File: config.mk
export PLATFORM = sky130hd
export DESIGN_NAME = layer_requant_packer
export DESIGN_NICKNAME = d
export VERILOG_FILES = /design/src/rtl/layer_requant_packer.sv
export SDC_FILE = /design/constraint.sdc
export NUM_CORES = 1
export LEC_CHECK = 0
export CORE_MARGIN = 5
export CORE_UTILIZATION = 44
export CTS_BUF_LIST = sky130_fd_sc_hd__clkbuf_16
export DETAILED_ROUTE_END_ITERATION = 6
export GPL_ROUTABILITY_DRIVEN = 0
export PLACE_DENSITY_LB_ADDON = 0.2
export SETUP_SLACK_MARGIN = 0.05
export SYNTH_ARGS = -nofsm -noshare
export SYNTH_HDL_FRONTEND = slang
export SYNTH_SLANG_ARGS = --single-unit
export TNS_END_PERCENT = 1
File: constraint.sdc
create_clock -name clk -period 6.3 [get_ports clk]
set_input_delay 1.26 -clock clk [delete_from_list [all_inputs] [get_ports clk]]
set_output_delay 1.26 -clock clk [all_outputs]
set_load 0.005 [all_outputs]
File: src/rtl/layer_requant_packer.sv
// layer_requant_packer: takes one sign-magnitude MAC result per handshake,
// adds the neuron bias, applies optional ReLU, requantizes to an 8-bit
// sign-magnitude activation, and packs it into lane fill_count of a wide
// vector. A complete frame is held on out_vec until the consumer takes it.
module layer_requant_packer #(
    parameter int N_OUT = 30,
    parameter int IN_W  = 21,
    parameter int SHIFT = 7,
    parameter bit RELU  = 1'b1
) (
    input  logic                       clk,
    input  logic                       rst_n,
    input  logic                       in_valid,
    output logic                       in_ready,
    input  logic [IN_W-1:0]            in_data,
    input  logic [7:0]                 in_bias,
    output logic                       out_valid,
    input  logic                       out_ready,
    output logic [8*N_OUT-1:0]         out_vec,
    output logic [$clog2(N_OUT+1)-1:0] fill_count,
    output logic                       frame_sat
);

    localparam int CNT_W = $clog2(N_OUT+1);

    typedef enum logic {
        COLLECT = 1'b0,
        FULL    = 1'b1
    } state_t;

    // Sign-magnitude MAC result -> two's complement after the magnitude shift.
    // Negative zero collapses to zero because -0 == 0.
    function automatic logic signed [IN_W:0] mac_to_signed(input logic [IN_W-1:0] d);
        logic [IN_W-2:0]      mag;
        logic signed [IN_W:0] x;
        mag = d[IN_W-2:0] >> SHIFT;
        x   = signed'({2'b00, mag});
        return d[IN_W-1] ? -x : x;
    endfunction

    // Sign-magnitude bias byte -> two's complement at the accumulator width.
    function automatic logic signed [IN_W:0] bias_to_signed(input logic [7:0] b);
        logic signed [IN_W:0] x;
        x = signed'({{(IN_W-6){1'b0}}, b[6:0]});
        return b[7] ? -x : x;
    endfunction

    // Returns {saturated, lane_byte}. ReLU clamping is not reported as saturation,
    // and a zero result is always encoded as 0x00, never as negative zero.
    function automatic logic [8:0] requant_sat(input logic signed [IN_W:0] v);
        logic signed [IN_W:0] mag;
        logic                 neg;
        neg = v[IN_W];
        mag = neg ? -v : v;
        if (RELU) begin
            if (neg || (v == '0))            return 9'h000;
            else if (mag > (IN_W+1)'(127))   return {1'b1, 8'h7F};
            else                             return {2'b00, mag[6:0]};
        end else begin
            if (v == '0)                     return 9'h000;
            else if (mag > (IN_W+1)'(127))   return {1'b1, neg, 7'h7F};
            else                             return {1'b0, neg, mag[6:0]};
        end
    endfunction

    state_t               state_q, state_d;
    logic [CNT_W-1:0]     fill_q, fill_d;
    logic                 sat_q, sat_d;
    logic [8*N_OUT-1:0]   vec_q, vec_d;
    logic signed [IN_W:0] sum_v;
    logic [8:0]           lane_res;

    // Bias add cannot overflow: one guard bit above the MAC width covers it.
    assign sum_v    = mac_to_signed(in_data) + bias_to_signed(in_bias);
    assign lane_res = requant_sat(sum_v);

    assign in_ready   = (state_q == COLLECT);
    assign out_valid  = (state_q == FULL);
    assign out_vec    = vec_q;
    assign fill_count = fill_q;
    assign frame_sat  = sat_q;

    // Next-state: write lanes in order while collecting, hold the frame while full.
    always_comb begin
        state_d = state_q;
        fill_d  = fill_q;
        sat_d   = sat_q;
        vec_d   = vec_q;
        case (state_q)
            COLLECT: begin
                if (in_valid) begin
                    for (int i = 0; i < N_OUT; i++) begin
                        if (fill_q == CNT_W'(i)) begin
                            vec_d[8*i +: 8] = lane_res[7:0];
                        end
                    end
                    fill_d = fill_q + CNT_W'(1);
                    sat_d  = sat_q | lane_res[8];
                    if (fill_q == CNT_W'(N_OUT-1)) begin
                        state_d = FULL;
                    end
                end
            end
            FULL: begin
                // Old lane contents stay in place; the next frame overwrites them.
                if (out_ready) begin
                    state_d = COLLECT;
                    fill_d  = '0;
                    sat_d   = 1'b0;
                end
            end
            default: state_d = COLLECT;
        endcase
    end

    // State registers with synchronous active-low reset that drops any frame in progress.
    always_ff @(posedge clk) begin
        if (!rst_n) begin
            state_q <= COLLECT;
            fill_q  <= '0;
            sat_q   <= 1'b0;
            vec_q   <= '0;
        end else begin
            state_q <= state_d;
            fill_q  <= fill_d;
            sat_q   <= sat_d;
            vec_q   <= vec_d;
        end
    end

endmodule

==> results of run 1 <==
[through the flow]
stage / area [um^2] / hold WS (ns) / total power [mW] / util [%]
2_1_floorplan: 9991 / 0.4425 / 1.776 / -
3_3_place_gp: 13420 / 0.4343 / 2.040 / 61.12
3_5_place_dp: 13420 / 0.4408 / 2.055 / 61.12
4_1_cts: 14160 / 0.4495 / 3.354 / 64.48
5_1_grt: 14320 / 0.4600 / 3.503 / 65.22
6_report: 14320 / 0.4473 / 3.365 / 65.22
[per-layer routing]
layer	track usage (%)	vias to the layer above
met3	4.407	60
met1	31.08	4580
met4	6.688	0
li1	-	4807
met5	0	-
met2	40.60	334
[worst max path at each step]
stage	from	end	slack, ns	cells past startpoint
finish	in_bias[3]	out_vec[70]	0.19	21
global route	in_bias[0]	out_vec[11]	-0.03	22
CTS	in_bias[3]	out_vec[209]	0.11	21
detailed placement	in_data[7]	out_vec[235]	-0.45	21
global placement	in_data[7]	out_vec[19]	-0.45	21
floorplan	in_bias[3]	out_vec[14]	0.30	17
[logic make-up after synthesis]
family,count (synthesis)
AND/OR/NAND/NOR,421
AO/OA/AOI/OAI,363
flip-flops,217
buffers and inverters,102
XOR/XNOR,38
adder cells (fa/ha/maj),28
multiplexers,6
other,1
[cells in the mapped netlist (all sizes together), types with 7 or more instances]
| master | instances | share of area (%) |
|---|---|---|
| buf | 48 | 3.8 |
| or3 | 9 | 0.57 |
| o21a | 28 | 2.1 |
| nand4 | 7 | 0.44 |
| dfxtp | 217 | 44 |
| nor2b | 12 | 0.76 |
| nand2b | 10 | 0.63 |
| o31ai | 11 | 1.0 |
| o211ai | 7 | 0.53 |
| xnor2 | 24 | 2.1 |
| clkbuf | 25 | 0.99 |
| nor2 | 23 | 0.87 |
| nor4 | 7 | 0.57 |
| a21o | 9 | 0.68 |
| nand2 | 274 | 10 |
| and3 | 13 | 0.82 |
| a21oi | 24 | 1.3 |
| a21boi | 10 | 0.76 |
| nand3 | 21 | 1.2 |
| nor4b | 8 | 1.2 |
| o21ai | 233 | 12 |
| and2 | 7 | 0.44 |
| xor2 | 13 | 1.2 |
| nor3 | 14 | 0.86 |
| ha | 26 | 3.3 |
| inv | 29 | 1.1 |
[layout by cell type (no fill, tap or decap), types with 24 or more instances in the layout]
master           count
o21ai_0            108
nand2_1            274
buf_4              133
clkdlybuf4s50_1    242
o21a_1              28
dfxtp_1            217
o21ai_1            125
xnor2_1             24
conb_1              30
inv_1               28
ha_1                26
[area by class of cell]
type / instances / area share [%]
clock inverters: 19 / 1.136
repair buffers: 388 / 25.07
clock buffers: 23 / 4.019
multi-input cells: 886 / 36.24
flip-flops and latches: 217 / 30.33
well taps: 280 / 2.446
inverters: 29 / 0.7601
[worst min-delay path, stage by stage, from the launching register on]
cell     delay (ns)
dfxtp_1        0.31
nand2_1        0.05
o21ai_1        0.05
[flip-flops by register name (all words and copies together) (netlist names)]
register,cells
out_vec,210
out_valid,1
fill_count,5
frame_sat,1
[what timing repair did]
item / 4_1_cts / 5_1_grt
setup endpoints to repair: 2 / 211
setup buffers: 0 / 5
gates cloned: 0 / 1
pin swaps: 0 / 3
resized for setup: 1 / 25
[where the power goes]
part           internal, mW  switching (mW)
clock                 0.754           0.554
combinational         0.312           0.351
sequential             1.38         0.00861
total                  2.45           0.914
==> impl_metrics.yaml, run 1 <==
synth:
  synthArstFlopShare_pct: 0
  synthCells: 1176
  synthMuxAreaShare_pct: 0.6204
  yosys.area_share.adder_pct: 3.596
  synth.avg_cell_area_um2: 8.403
  synth_xor_area_share_pct: 3.507
  synth-compound-area-share_pct: 22.18
  ys.flop_type: "dfxtp_1"
  netlist_area_um2: 9882
  ys_types: 79
  ys_warn_count: 0
  ys_ff_latch: 217
  synth_top_family_by_area: "compound AO/OA/AOI/OAI gates"
  yosysSeqAreaShare_pct: 43.96
  synth-edff-count: 0
  yosys.area_share.simple_pct: 20.25
setup_path:
  path_delay_family: "simple AND/OR/NAND/NOR gates"
  crit_path_end_kind: "flip-flop"
  cp_cell_sequence: "clkdlybuf4s50_1, or4_4, nor2_1, ha_1, nand2_1, o21ai_0, ha_1, or3_1, a2111oi_2, buf_4, and4_1, nand4_1, or4_4, mux2i_1, o21ai_0, buf_4, nand3_4, nor4b_4, buf_4, buf_2, o21ai_1"
  crit_buf_inv: 5
  crit_top_cell: "buf_4"
  critPathMaxFanout: 6
  cp.required_ns: 6.70
  ff2ff_path_depth: 5
  rr_endpoint: "out_vec[185]"
  slowest_delay_ns: 0.55
  cp-start-kind: "input pin"
  r2r_start: "out_valid"
  crit_arrival_ns: 6.50
  r2r_slack_ns: 3.96
  critPathKind: "in2reg"
  slowest_stage: "or4_4"
min_path:
  hold_end: "out_vec[53]"
  hold_path.class: "reg2reg"
  holdPathStages: 2
  hold_start: "out_vec[53]"
pwr:
  pwr_density_cell_nw_per_um2: 234.9
  p_leak_nw: 5.645
  ir_drop_v: 0.0001645
timing:
  grt_setup_unrepaired: "true"
  max_freq_mhz: 163.7
  worst_slew_pin_slew_ns: 0.9189
  fin_crit_sh_pct: 96.96
  fin_ws_ns: 0.1918
  final.min_clock_period_ns: 6.108
  slew_headroom_pct: 38.61
  skew_ns: 0.02170
  setup_viol: 0
  hold_violations: 0
  setup-tns-final_ns: 0
  drv_slew: 0
global_routing:
  gr-total-overflow: 0
  grt_pass1_wl_mm: 50.57
  grt_start_max_net_pins: 39
  grt_pass1_vias: 9299
  grt_use_total_pct: 23.83
  antenna_found_initial: 0
layout:
  antenna_cells: 0
  nFillCells: 1860
  nets: 1605
  areaGrowthSynthToFinish_pct: 44.92
  seqCellArea_um2: 4344
  drive_gt1_share_pct: 14.15
  multi_input_area_um2: 5190
  stdcell_count: 1842
route:
  drt-pass1-iter-count: 5
  vias_per_cell: 5.310
  drt-initial-drc-count: 607
  wl_met3_mm: 2.123
  drtAntennaViolNets: 0
  wl_mm: 32.58
  top_layer_used: "met4"
  drc: 0
  vias: 9781
  wl_per_cell_um: 17.68
  dr_wl_met2_mm: 15.53
  met1Wirelength_mm: 14.05
floorplan:
  die-area_um2: 25560
  start_util_pct: 45.00
  io_pins: 281
  fp.dieW_um: 159.9
  core_um2: 21960
  die_y_um: 159.9
  row_count: 54
placed_design:
  pre_cts_slack_ns: -0.4513
  dp_cells: 1794
  io_buffers: 243
  post-dp-hpwl_mm: 24.58
clocking:
  clock_sinks: 217
  cts_hold_buf: 0
  numCtsBuffers: 23
  tritoncts: "done"
  insertion_delay_ns: 0.52
  cts_root_buf: "clkbuf_16"
  cts.path.max_buffers: 3
  path_clk_slew_ns: 0.06
  cts_max_level: 1
outcome:
  status: "complete, no violations"
run:
  drv_cap: 0
Power figures use the tool's default switching activity.
==> run 2, diff against run 1 <==
==> constraint.sdc (replaced) <==
create_clock -name clk -period 5.2 [get_ports clk]
set_input_delay 1.04 -clock clk [delete_from_list [all_inputs] [get_ports clk]]
set_output_delay 1.04 -clock clk [all_outputs]
set_load 0.005 [all_outputs]
==> impl_metrics.yaml, run 2 (same netlist as run 1, synthesis figures left out) <==
setup_path:
  cp.required_ns: 5.59
  critPathMaxFanout: 7
  critPathKind: "in2reg"
  cp.depth: 22
  r2r_slack_ns: 2.81
  crit_top_cell: "buf_6"
  path_delay_family: "simple AND/OR/NAND/NOR gates"
  slowest_stage: "or4_4"
  cp-start-kind: "input pin"
  crit_buf_inv: 4
  ff2ff_path_depth: 5
  crit_path_end_kind: "flip-flop"
  crit_arrival_ns: 5.80
  cp_cell_sequence: "buf_6, or4_4, nor2_4, ha_4, nand2_1, o21ai_2, ha_4, a21oi_2, o21a_1, o31ai_4, a21o_4, a2111oi_4, nor3_2, or4_4, nand4b_1, o21a_1, o32a_4, buf_12, nor4b_4, buf_6, buf_6, o21ai_1"
  slowest_delay_ns: 0.59
timing:
  hold_violations: 0
  fin_ws_ns: -0.2106
  drv_slew: 0
  grt_setup_unrepaired: "true"
  slew_headroom_pct: 38.40
  fin_crit_sh_pct: 104.0
  skew_ns: 0.03562
  max_freq_mhz: 184.8
  worst_slew_pin_slew_ns: 0.9221
  final.min_clock_period_ns: 5.411
  setup-tns-final_ns: -20.82
  setup_viol: 210
floorplan:
  fp.dieW_um: 159.9
  core_um2: 21960
  start_util_pct: 45.00
  row_count: 54
  io_pins: 281
  die_y_um: 159.9
  die-area_um2: 25560
global_routing:
  grt_pass1_vias: 10000
  grt_pass1_wl_mm: 53.85
  grt_use_total_pct: 25.49
  antenna_found_initial: 0
  grt_start_max_net_pins: 39
  gr-total-overflow: 0
clocking:
  path_clk_slew_ns: 0.06
  cts_root_buf: "clkbuf_16"
  clock_sinks: 217
  cts_max_level: 1
  numCtsBuffers: 22
  cts.path.max_buffers: 3
  insertion_delay_ns: 0.52
  tritoncts: "done"
  cts_hold_buf: 0
route:
  vias: 10320
  vias_per_cell: 5.420
  drt-initial-drc-count: 756
  drtAntennaViolNets: 0
  wl_per_cell_um: 18.64
  wl_mm: 35.48
  drc: 0
  drt-pass1-iter-count: 5
layout:
  finish.instance_area_um2: 15450
  multi_input_area_um2: 5747
  final_cell_mix: "nand2_1 (268), clkdlybuf4s50_1 (228), dfxtp_1 (217), buf_4 (173), o21ai_1 (155)"
  nFillCells: 1718
  seqCellArea_um2: 4344
  nets: 1667
  antenna_cells: 0
  largest_reg_flops: 210
  mostFrequentLayoutCell: "nand2_1"
  drive_gt1_share_pct: 23.60
  areaGrowthSynthToFinish_pct: 56.32
placed_design:
  post-dp-hpwl_mm: 25.19
  io_buffers: 243
  pre_cts_slack_ns: -1.385
  placed_area_um2: 13740
pwr:
  ir_drop_v: 0.0001782
  p_leak_nw: 6.202
  p_total_mw: 4.137
  pwr_density_cell_nw_per_um2: 267.8
outcome:
  status: "finished, violations left"
  violations: "setup timing"
run:
  drv_cap: 0
min_path:
  hold_path.class: "reg2reg"
  holdPathStages: 2
==> run 2: path summary, 6_finish.rpt <==
| path | start | endpoint |
|---|---|---|
| hold reg to reg | out_vec[48] | out_vec[48] |
| hold / removal | out_vec[48] | out_vec[48] |
| setup reg to reg | out_valid | out_vec[188] |
| setup / recovery | in_bias[5] | out_vec[75] |
==> run 2: routing by layer <==
layer  global-route usage, %  share of wire [%]  vias to the layer above
met5                       0                  0                        -
met4                   8.682                2.8                        0
met3                   4.098                6.2                       72
met2                   44.39                 49                      393
met1                   32.22                 42                     4915
li1                        -                  -                     4935
==> run 2: area by class of cell <==
type,instances,share of cell area (%)
Multi-Input combinational cell,886,37.20
Inverter,29,0.7047
Clock inverter,18,0.8100
Tap cell,280,2.268
Timing Repair Buffer,451,27.33
Sequential cell,217,28.12
Clock buffer,22,3.564
==> run 2: timing repair <==
action | CTS | global route
resized for setup | 128 | 122
setup endpoints to repair | 211 | 211
setup buffers | 29 | 13
cloned | 3 | 1
pin swaps | 96 | 61
==> run 2: tightest hold or removal path, delay by kind of cell (launching register included) <==
family             cells  cell delay [ns]
AOI/OAI and AO/OA      1             0.05
and+or+nand+nor        1             0.05
DFF                    1             0.31
==> run 2: report_power, final <==
group	switching (mW)	leakage, nW	internal [mW]	total [mW]
clock network	0.665	0.336	0.826	1.49
registers	0.0109	1.75	1.68	1.69
logic	0.492	4.12	0.466	0.958
total	1.17	6.20	2.97	4.14
==> run 2: through the flow <==
stage,utilization (%),hold slack (ns),std cells
global placement,62.59,0.4313,1820
CTS,68.33,0.4458,1891
floorplan,-,0.4425,1205
global route,70.35,0.4630,1903
detailed placement,62.59,0.4385,1820
finish,70.35,0.4442,1903
==> run 3, diff against run 2 <==
--- a/config.mk
+++ b/config.mk
@@ -6,7 +6,7 @@
 export NUM_CORES = 1
 export LEC_CHECK = 0
 export CORE_MARGIN = 5
-export CORE_UTILIZATION = 44
+export CORE_UTILIZATION = 48
 export CTS_BUF_LIST = sky130_fd_sc_hd__clkbuf_16
 export DETAILED_ROUTE_END_ITERATION = 6
 export GPL_ROUTABILITY_DRIVEN = 0
==> constraint.sdc (replaced) <==
create_clock -name clk -period 5.16 [get_ports clk]
set_input_delay 1.032 -clock clk [delete_from_list [all_inputs] [get_ports clk]]
set_output_delay 1.032 -clock clk [all_outputs]
set_load 0.005 [all_outputs]
==> impl_metrics.yaml, run 3 (same netlist as run 1, synthesis figures left out) <==
clocking:
  insertion_delay_ns: 0.51
  cts_max_level: 1
  clock_sinks: 217
  cts.path.max_buffers: 3
  cts_root_buf: "clkbuf_16"
  numCtsBuffers: 22
  path_clk_slew_ns: 0.06
  cts_hold_buf: 0
  tritoncts: "done"
placed_design:
  placed_area_um2: 13760
  io_buffers: 243
  post-dp-hpwl_mm: 24.85
  dp_cells: 1817
timing:
  grt_setup_unrepaired: "true"
  final.min_clock_period_ns: 5.532
  setup_viol: 211
  hold_violations: 0
  fin_crit_sh_pct: 107.2
  max_freq_mhz: 180.8
  skew_ns: 0.02150
  setup-tns-final_ns: -48.31
  fin_ws_ns: -0.3720
  slew_headroom_pct: 41.54
  drv_slew: 0
  worst_slew_pin_slew_ns: 0.8751
setup_path:
  critPathMaxFanout: 8
  ff2ff_path_depth: 5
  crit_arrival_ns: 5.90
  cp.required_ns: 5.53
  critPathKind: "in2reg"
  crit_path_end_kind: "flip-flop"
  cp-start-kind: "input pin"
  r2r_slack_ns: 2.86
floorplan:
  row_count: 52
  die-area_um2: 23560
  die_y_um: 153.5
  core_um2: 20230
  start_util_pct: 48.84
  fp.dieW_um: 153.5
  io_pins: 281
route:
  vias_per_cell: 5.445
  drt-initial-drc-count: 680
  wl_per_cell_um: 18.42
  drc: 0
  drtAntennaViolNets: 0
  drt-pass1-iter-count: 7
  wl_mm: 34.69
  vias: 10250
layout:
  mostFrequentLayoutCell: "nand2_1"
  final_core_util_pct: 75.28
  drive_gt1_share_pct: 20.46
  antenna_cells: 0
  nFillCells: 1474
  areaGrowthSynthToFinish_pct: 54.15
  largest_reg_flops: 210
  finish.instance_area_um2: 15230
  stdcell_count: 1883
  nets: 1658
  final_cell_mix: "nand2_1 (271), clkdlybuf4s50_1 (229), dfxtp_1 (217), buf_4 (173), o21ai_1 (168)"
min_path:
  hold_path.class: "reg2reg"
  holdPathStages: 2
pwr:
  pwr_density_cell_nw_per_um2: 287.5
  p_leak_nw: 6.104
  p_total_mw: 4.380
  ir_drop_v: 0.0002178
global_routing:
  grt_start_max_net_pins: 39
  gr-total-overflow: 0
  grt_pass1_wl_mm: 53.02
  grt_use_total_pct: 27.00
  antenna_found_initial: 0
  grt_pass1_vias: 10070
outcome:
  status: "finished, violations left"
  violations: "setup timing"
run:
  drv_cap: 0
-- run 3: layer usage --
layer / track usage [%] / share of wire, %
met1: 33.87 / 41
met2: 46.77 / 49
met3: 4.608 / 6.3
met4: 9.630 / 3.9
met5: 0 / 0
-- run 3: cell type report --
cell class              count  area (um^2)  area share [%]
clock inverters            17        252.7           1.659
multi-input cells         886         5558           36.48
repair buffers            442         4081           26.79
inverters                  29        108.9          0.7146
flip-flops and latches    217         4344           28.52
well taps                 270        337.8           2.218
clock buffers              22        550.5           3.614
-- run 3: path summary, 6_finish.rpt --
path,from,endpoint
hold / removal,out_vec[230],out_vec[230]
setup reg to reg,out_valid,out_vec[188]
hold reg to reg,out_vec[230],out_vec[230]
setup / recovery,in_bias[2],out_vec[198]
-- run 3: through the flow --
| stage | setup WS [ns] | hold slack (ns) |
|---|---|---|
| 3_5_place_dp | -1.226 | 0.4410 |
| 2_1_floorplan | -0.2868 | 0.4425 |
| 3_3_place_gp | -1.102 | 0.4320 |
| 4_1_cts | -0.1037 | 0.4498 |
| 6_report | -0.3720 | 0.4428 |
| 5_1_grt | -0.5800 | 0.4649 |
-- run 3: timing repair --
action | CTS | global route
cloned | 3 | 3
setup buffers | 13 | 9
endpoints found under the setup margin | 211 | 211
pin swaps | 38 | 35
gates resized for setup | 103 | 72
-- run 3: report_power, final --
part           total (mW)  switching [mW]  internal (mW)
logic               0.925           0.486          0.439
registers            1.70          0.0106           1.69
clock network        1.75           0.669           1.09
-- run 3: critical path: stages --
cell       delay, ns
buf_6           0.10
buf_6           0.10
or3_4           0.39
nand2_4         0.08
xnor2_2         0.06
ha_1            0.34
buf_6           0.14
o211ai_1        0.24
a21oi_2         0.09
or3_4           0.42
a2111oi_4       0.40
and4_4          0.29
nand4_1         0.10
or4_4           0.58
nand4b_1        0.22
o21a_1          0.22
o32a_4          0.31
nor4b_4         0.37
buf_6           0.19
clkbuf_16       0.16
o21ai_1         0.06
